`config.mk`:
```
export PLATFORM = sky130hd
export DESIGN_NAME = ula_vram_scheduler
export DESIGN_NICKNAME = d
export VERILOG_FILES = /design/src/rtl/ula_vram_scheduler.sv
export SDC_FILE = /design/constraint.sdc
export NUM_CORES = 1
export LEC_CHECK = 0
export ABC_AREA = 1
export CORE_ASPECT_RATIO = 0.8
export CORE_MARGIN = 2
export CORE_UTILIZATION = 37
export CTS_CLUSTER_DIAMETER = 50
export CTS_CLUSTER_SIZE = 10
export DETAILED_ROUTE_END_ITERATION = 7
export HOLD_SLACK_MARGIN = 0.15
export PLACE_DENSITY = 0.87
export SLEW_MARGIN = 40
export SYNTH_ARGS = -nofsm -noshare
export SYNTH_HDL_FRONTEND = slang
export SYNTH_SLANG_ARGS = --single-unit
```
`constraint.sdc`:
```
create_clock -name i_clk -period 1.4 [get_ports i_clk]
set_input_delay 0.14 -clock i_clk [delete_from_list [all_inputs] [get_ports i_clk]]
set_output_delay 0.14 -clock i_clk [all_outputs]
set_load 0.05 [all_outputs]
```
`src/rtl/ula_vram_scheduler.sv`:
```
// ula_vram_scheduler
//   Time-slot arbiter for the single-port screen VRAM. Each 8-pixel cell spends phases 0 and 1
//   on display fetches (bitmap, then attribute). The CPU gets the remaining slots, one access
//   per two clocks.
//   Every action tied to a phase happens on the clock edge that samples that phase in i_hc.
//   The registered outputs show the result in the following cycle. i_vram_din is read one
//   clock after o_vram_addr is registered.
// Ports
//   i_clk, i_rst            pixel clock, asynchronous active-high reset
//   i_hc, i_vc              beam counters from the sync generator
//   i_screen_page           screen page, becomes o_vram_addr[13]
//   i_cpu_req/we/addr/din   CPU request, held until o_cpu_ack
//   o_cpu_dout, o_cpu_ack   read data and one-cycle completion pulse
//   o_cpu_wait              combinational contention stall
//   o_vram_addr/we/dout     VRAM address, write strobe and write data
//   i_vram_din              VRAM read data
//   o_bitmap_byte/attr_byte latched display bytes for the current cell
//   o_pix_load              strobe: new bitmap/attribute pair valid
module ula_vram_scheduler #(
  parameter int unsigned HACTIVE   = 256,
  parameter int unsigned VACTIVE   = 192,
  parameter logic [12:0] ATTR_BASE = 13'h1800
) (
  input  logic        i_clk,
  input  logic        i_rst,
  input  logic [8:0]  i_hc,
  input  logic [8:0]  i_vc,
  input  logic        i_screen_page,
  input  logic        i_cpu_req,
  input  logic        i_cpu_we,
  input  logic [12:0] i_cpu_addr,
  input  logic [7:0]  i_cpu_din,
  output logic [7:0]  o_cpu_dout,
  output logic        o_cpu_ack,
  output logic        o_cpu_wait,
  output logic [13:0] o_vram_addr,
  output logic        o_vram_we,
  output logic [7:0]  o_vram_dout,
  input  logic [7:0]  i_vram_din,
  output logic [7:0]  o_bitmap_byte,
  output logic [7:0]  o_attr_byte,
  output logic        o_pix_load
);

  localparam logic [9:0] HActW = 10'(HACTIVE);
  localparam logic [9:0] VActW = 10'(VACTIVE);

  typedef enum logic [0:0] {StIdle, StData} state_e;

  state_e      r_state;
  logic [7:0]  r_cpu_dout;
  logic        r_cpu_ack;
  logic [13:0] r_vram_addr;
  logic        r_vram_we;
  logic [7:0]  r_vram_dout;
  logic [7:0]  r_bitmap_byte;
  logic [7:0]  r_attr_byte;
  logic        r_pix_load;

  logic [2:0]  w_phase;
  logic [4:0]  w_col;
  logic        w_win;
  logic        w_disp_slot;
  logic        w_grant;
  logic [13:0] w_bmp_addr;
  logic [13:0] w_attr_addr;

  assign w_phase     = i_hc[2:0];
  assign w_col       = i_hc[7:3];
  assign w_win       = ({1'b0, i_hc} < HActW) && ({1'b0, i_vc} < VActW);
  assign w_disp_slot = w_win && ((w_phase == 3'd0) || (w_phase == 3'd1));
  assign w_grant     = (r_state == StIdle) && !w_disp_slot;
  assign o_cpu_wait  = i_cpu_req & ~w_grant;

  // Bitmap rows are interleaved: third of screen, pixel row in char, char row.
  assign w_bmp_addr  = {i_screen_page, i_vc[7:6], i_vc[2:0], i_vc[5:3], w_col};
  assign w_attr_addr = {i_screen_page, ATTR_BASE | {3'b000, i_vc[7:3], w_col}};

  always_ff @(posedge i_clk or posedge i_rst) begin
    if (i_rst) begin
      r_state       <= StIdle;
      r_cpu_dout    <= 8'h00;
      r_cpu_ack     <= 1'b0;
      r_vram_addr   <= 14'h0000;
      r_vram_we     <= 1'b0;
      r_vram_dout   <= 8'h00;
      r_bitmap_byte <= 8'h00;
      r_attr_byte   <= 8'h00;
      r_pix_load    <= 1'b0;
    end else begin
      r_cpu_ack  <= 1'b0;
      r_pix_load <= w_win && (w_phase == 3'd3);

      case (r_state)
        StIdle: begin
          if (i_cpu_req && w_grant) begin
            r_vram_addr <= {i_screen_page, i_cpu_addr};
            r_vram_we   <= i_cpu_we;
            r_vram_dout <= i_cpu_din;
            r_state     <= StData;
          end
        end
        StData: begin
          r_cpu_ack <= 1'b1;
          // r_vram_we still holds the direction of the access completing now.
          if (!r_vram_we) r_cpu_dout <= i_vram_din;
          r_vram_we <= 1'b0;
          r_state   <= StIdle;
        end
        default: r_state <= StIdle;
      endcase

      // Display slots come last so they own the address port at phases 0/1. A CPU access
      // issued at phase 7 completes at phase 0 and takes its data before the address changes.
      if (w_win) begin
        unique case (w_phase)
          3'd0: begin
            r_vram_addr <= w_bmp_addr;
            r_vram_we   <= 1'b0;
          end
          3'd1: begin
            r_bitmap_byte <= i_vram_din;
            r_vram_addr   <= w_attr_addr;
          end
          3'd2: r_attr_byte <= i_vram_din;
          default: ;
        endcase
      end
    end
  end

  assign o_cpu_dout    = r_cpu_dout;
  assign o_cpu_ack     = r_cpu_ack;
  assign o_vram_addr   = r_vram_addr;
  assign o_vram_we     = r_vram_we;
  assign o_vram_dout   = r_vram_dout;
  assign o_bitmap_byte = r_bitmap_byte;
  assign o_attr_byte   = r_attr_byte;
  assign o_pix_load    = r_pix_load;

endmodule

```
After elaboration in Yosys (flattened, before gate mapping)
Cells that the tools add are included.
{ "totals": {"ram_bits": 0, "input_bits": 52, "n_memories": 0, "reg_bits": 50, "latchBits": 0, "rom_bits": 0} }
{ "classes": {"magnitude_cmp": 2, "mul": 0, "div_mod_pow": 0, "reduce_logical": 12, "eq_ne": 3, "n_mux": 11, "n_addsub": 0, "shifts": 0, "n_bitwise": 4} }
{ "ops": {"columns": ["operator", "n"], "rows": [
  ["$mux 14", 3],
  ["$pmux 14 s2", 1],
  ["$lt 9x8->1 const B", 1],
  ["$lt 9x9->1 const B", 1],
  ["$reduce_and 2->1", 4],
  ["$eq 3x2->1 const B", 2],
  ["$logic_and 1x1->1", 5],
  ["$mux 1", 5],
  ["$pmux 1 s2", 2],
  ["$eq 3x1->1 const B", 1],
  ["$logic_not 3->1", 1],
  ["$not 1->1", 3],
  ["$and 1x1->1", 1],
  ["$logic_not 1->1", 1],
  ["$logic_or 1x1->1", 1]
]} }

Logic depth before layout (Yosys ltp)
{ "logic_depth": {"word_depth": 10, "depth_mapped": 7, "depth_no_buf": 7} }

Least setup slack after synthesis
OpenSTA, ideal clock, no wires.
{ "synth_timing": {"path_type": "input -> output", "startpoint": "input port i_vc[8]", "endpoint": "output port o_cpu_wait", "slack_ps": 57, "arrival_ps": 1203, "cell_stages": 5, "cell_sequence": "nor2_1 nand3_2 buf_6 buf_6 a21boi_2"} }
{ "synth_between": {"elab_chain_len": 7} }
{ "synth_lines": {"columns": ["item", "line", "text"], "rows": [
  ["start: declaration", "27", "input logic [8:0] i_vc,"],
  ["$lt 9x8->1", "70", "assign w_win = ({1'b0, i_hc} < HActW) && ({1'b0, i_vc} < VActW);"],
  ["$logic_and 1x1->1", "70", null],
  ["$logic_and 1x1->1", "71", "assign w_disp_slot = w_win && ((w_phase == 3'd0) || (w_phase == 3'd1));"],
  ["$logic_not 1->1", "72", "assign w_grant = (r_state == StIdle) && !w_disp_slot;"],
  ["$logic_and 1x1->1", "72", null],
  ["$not 1->1", "73", "assign o_cpu_wait = i_cpu_req & ~w_grant;"],
  ["$and 1x1->1", "73", null],
  ["end: declaration", "35", "output logic o_cpu_wait,"]
]} }
No other way between the ends.

Final worst setup path
{ "layout_timing": {"startpoint": "input port i_hc[2]", "endpoint": "output port o_cpu_wait"} }
{ "layout_between": {"elab_chain_len": 7} }
{ "layout_lines": {"columns": ["item", "line", "text"], "rows": [
  ["start: declaration", "26", "input logic [8:0] i_hc,"],
  ["$lt 9x9->1, or another cell as far along", "70", null],
  ["$logic_and 1x1->1 or $logic_or 1x1->1 (tied branches)", "70, 71", null],
  ["$logic_and 1x1->1 *", "71", null],
  ["$logic_not 1->1 *", "72", null],
  ["$logic_and 1x1->1 *", "72", null],
  ["$not 1->1 *", "73", null],
  ["$and 1x1->1 *", "73", null]
]} }
Mark *: on every way between the ends. The rest lies on a longest branch, timed or not.

==> metrics.md <==
| Metric | Value |
|---|---|
| Die X | `90.01 um` |
| RSZ-0062 raised after global routing | `false` |
| Hold Buf Count CTS | `0` |
| Result of the run | `finished, final reports clean` |
| Reg2reg setup slack | `0.19 ns` |
| WP data required | `1.26 ns` |
| Slew @ Worst Pin | `0.4565 ns` |
| Syn_area_per_cell | `9.278 um^2` |
| Mapped Nets | `288` |
| Final instance area | `3451 um^2` |
| Synth Area in Compound Gates | `0.07829` |
| Mapped cell area | `2190 um^2` |
| Area post-placement | `3308 um^2` |
| Multiplexer area fraction after synthesis | `0` |
| Most frequent cells in the layout | `79 x nand2_1, 56 x buf_4, 51 x clkdlybuf4s50_1` |
| Fmax | `731.7 MHz` |
| EDFF count, synth | `0` |
| Boundary Pins | `102` |
| Pin count of the biggest net entering global routing | `51` |
| Ratio of final minimum period to clock period | `0.9762` |
| Proportion of layout cells with a drive suffix above 1 | `0.2779` |
| Core area | `5818 um^2` |
| Port Buffers | `101` |
| Synthesized flop and latch total | `50` |
| Routability cong. | `0.7586` |
| Critical Path End Type | `output pin` |
| Hold Crit Class | `in2async` |
| Routed Antenna Nets | `0` |
| Area delta synth->final | `57.60%` |
| WL final | `5692 um` |
| Die area | `6553 um^2` |
| Initial antenna violation count | `0` |
| Power Dens Cells | `1453 nW/um^2` |
| Clock latency on the worst-skew pair | `0.30 ns` |
| CTS sink cnt | `50` |
| All-Layer GR Usage | `0.1794` |
| Max cap viols | `0` |
| Worst clock skew | `0.006647 ns` |
| Critical Path AT | `1.23 ns` |
| Worst setup path startpoint | `i_hc[2]` |
| FP Rows | `25` |
| VDD IR max | `0.001083 V` |
| Clk root buf | `clkbuf_8` |
| Area share of fa/ha/maj cells after synthesis | `0` |
| CTS tree | `yes` |
| Initial Utilization | `0.3763` |
| Vias per cell | `4.614` |
| Final net count | `401` |
| Final Hold Fails | `0` |
| Post-route DRC | `0` |
| Crit path launch type | `primary input` |
| CTS buffer count | `5` |
| Global-route wire length before repair | `9321 um` |
| Layout fillers | `514` |
| Reg2reg path depth | `5` |
| Final setup TNS | `0 ns` |
| Period minus WS final | `1.367 ns` |
| Synth warnings | `0` |
| Netlist cell types | `23` |
| RR Endpoint | `o_vram_addr[2]$_DFF_PP0_` |
| Non-Filler Instances | `430` |
| XOR/XNOR Fraction of Synth Area | `0` |
| Vias post-DR | `1984` |
| Largest family of logic cells by synthesized area | `simple AND/OR/NAND/NOR gates` |
| GRT overflow | `0` |
| Critical Path Sink | `o_cpu_wait` |
| Max FO, Critical Path | `4` |
| Htree depth | `2` |
| Synth Area in Simple Gates | `0.2663` |
| Leakage | `1.711 nW` |
| Die height | `72.81 um` |
| Placed Cells | `422` |
| Most common cell after layout, fill and taps aside | `nand2_1` |
| Seq/Total Area, Yosys | `0.5714` |
| Synthesized instance count | `236` |
| Vias in the first global route | `1980` |
| Clk pin slew, worst setup/hold paths | `0.09 ns` |
| Slew margin rel. | `0.6949` |
| Avg WL per Cell | `13.24 um` |
| Path type of the worst setup path | `in2out` |
| Post-DP HPWL | `4349 um` |
| N_diodes | `0` |
| FF-to-FF Start | `r_state$_DFF_PP0_` |
| First DRT Iteration DRCs | `88` |
| Setup Viol. Count Final | `0` |
| Ys flop type | `dfrtp_1` |
| Asr flop ratio synth | `1.000` |
| Drt pass-1 iters | `5` |
| Slew Limit Fails | `0` |
| Longest Clk Path Bufs | `2` |
flip-flops by register name, summed over array words and instances (netlist names):
name           cells
o_attr_byte        8
o_vram_dout        8
o_vram_we          1
o_pix_load         1
o_bitmap_byte      8
r_state            1
o_cpu_ack          1
o_cpu_dout         8
o_vram_addr       14
metal layers:
| metal | share of wire | GRT usage | up-vias |
|---|---|---|---|
| li1 | - | - | 976 |
| met1 | 0.42 | 0.2153 | 912 |
| met4 | 0.011 | 0.05128 | 0 |
| met2 | 0.47 | 0.3133 | 89 |
| met5 | 0 | 0 | - |
| met3 | 0.095 | 0.05992 | 7 |
cells in the mapped netlist, types with 2 or more instances:
library cell / count / area share
buf_6: 8 / 0.041
dfrtp_1: 50 / 0.57
inv_1: 17 / 0.029
inv_2: 2 / 0.0034
nand2_1: 80 / 0.14
nand2_2: 3 / 0.0086
nand3_1: 29 / 0.066
nand3_4: 2 / 0.016
nand4_1: 2 / 0.0057
nor2_1: 6 / 0.010
nor3_1: 2 / 0.0046
o21ai_0: 10 / 0.023
o21ai_1: 8 / 0.018
o21ai_2: 8 / 0.032
metrics by stage:
| step | setup WS (ns) | power (mW) | utilization | hold slack [ns] |
|---|---|---|---|---|
| 2_1_floorplan | 0.05730 | 3.161 | - | 0.2120 |
| 3_3_place_gp | -0.1039 | 3.979 | 0.5686 | 0.4182 |
| 3_5_place_dp | -0.1427 | 4.019 | 0.5686 | 0.4405 |
| 4_1_cts | 0.003627 | 5.060 | 0.5897 | 0.2055 |
| 5_1_grt | 0.005801 | 5.249 | 0.5931 | 0.2177 |
| 6_report | 0.03336 | 5.014 | 0.5931 | 0.2022 |
critical path, cell delays in order:
cell and delay, ns:
clkdlybuf4s50_1 0.46, nor2_4 0.16, nand3_4 0.11, a21boi_2 0.19, buf_12 0.16
area by class of cell:
class / instances / area (um^2) / share of cell area
Clock inverter: 1 / 30.03 / 0.008702
Clock buffer: 6 / 82.58 / 0.02393
Timing Repair Buffer: 117 / 1131 / 0.3278
Sequential cell: 50 / 1251 / 0.3626
Tap cell: 81 / 101.3 / 0.02937
Multi-Input combinational cell: 155 / 777.0 / 0.2252
Inverter: 20 / 77.57 / 0.02248
power by group:
group	internal (mW)	total [mW]	switching, mW	leakage [nW]
logic	0.750	2.11	1.36	1.03
registers	1.70	1.88	0.177	0.622
clock network	0.572	1.03	0.455	0.0573
cell families after synthesis:
logic type      count (synthesis)
simple gates                  128
buf+inv                        31
compound gates                 27
flops                          50
worst min path at each step:
| stage | start | endpoint | slack (ns) | cells after the start |
|---|---|---|---|---|
| floorplan | i_hc[2] | o_pix_load$_DFF_PP0_ | 0.21 | 1 |
| global placement | r_state$_DFF_PP0_ | o_cpu_ack$_DFF_PP0_ | 0.42 | 0 |
| detailed placement | r_state$_DFF_PP0_ | o_cpu_ack$_DFF_PP0_ | 0.44 | 0 |
| CTS | i_rst | o_vram_dout[3]$_DFFE_PP0P_ | 0.21 | 3 |
| global route | i_rst | o_vram_dout[3]$_DFFE_PP0P_ | 0.22 | 3 |
| finish | i_rst | o_cpu_dout[2]$_DFFE_PP0P_ | 0.20 | 3 |
repair_timing:
action	in CTS	in global routing
setup endpoints to repair	1	1
endpoints found under the hold margin	0	0
setup buffers	0	1
gates resized for setup	2	3
pin swaps	2	3
Power figures use the tool's default switching activity.
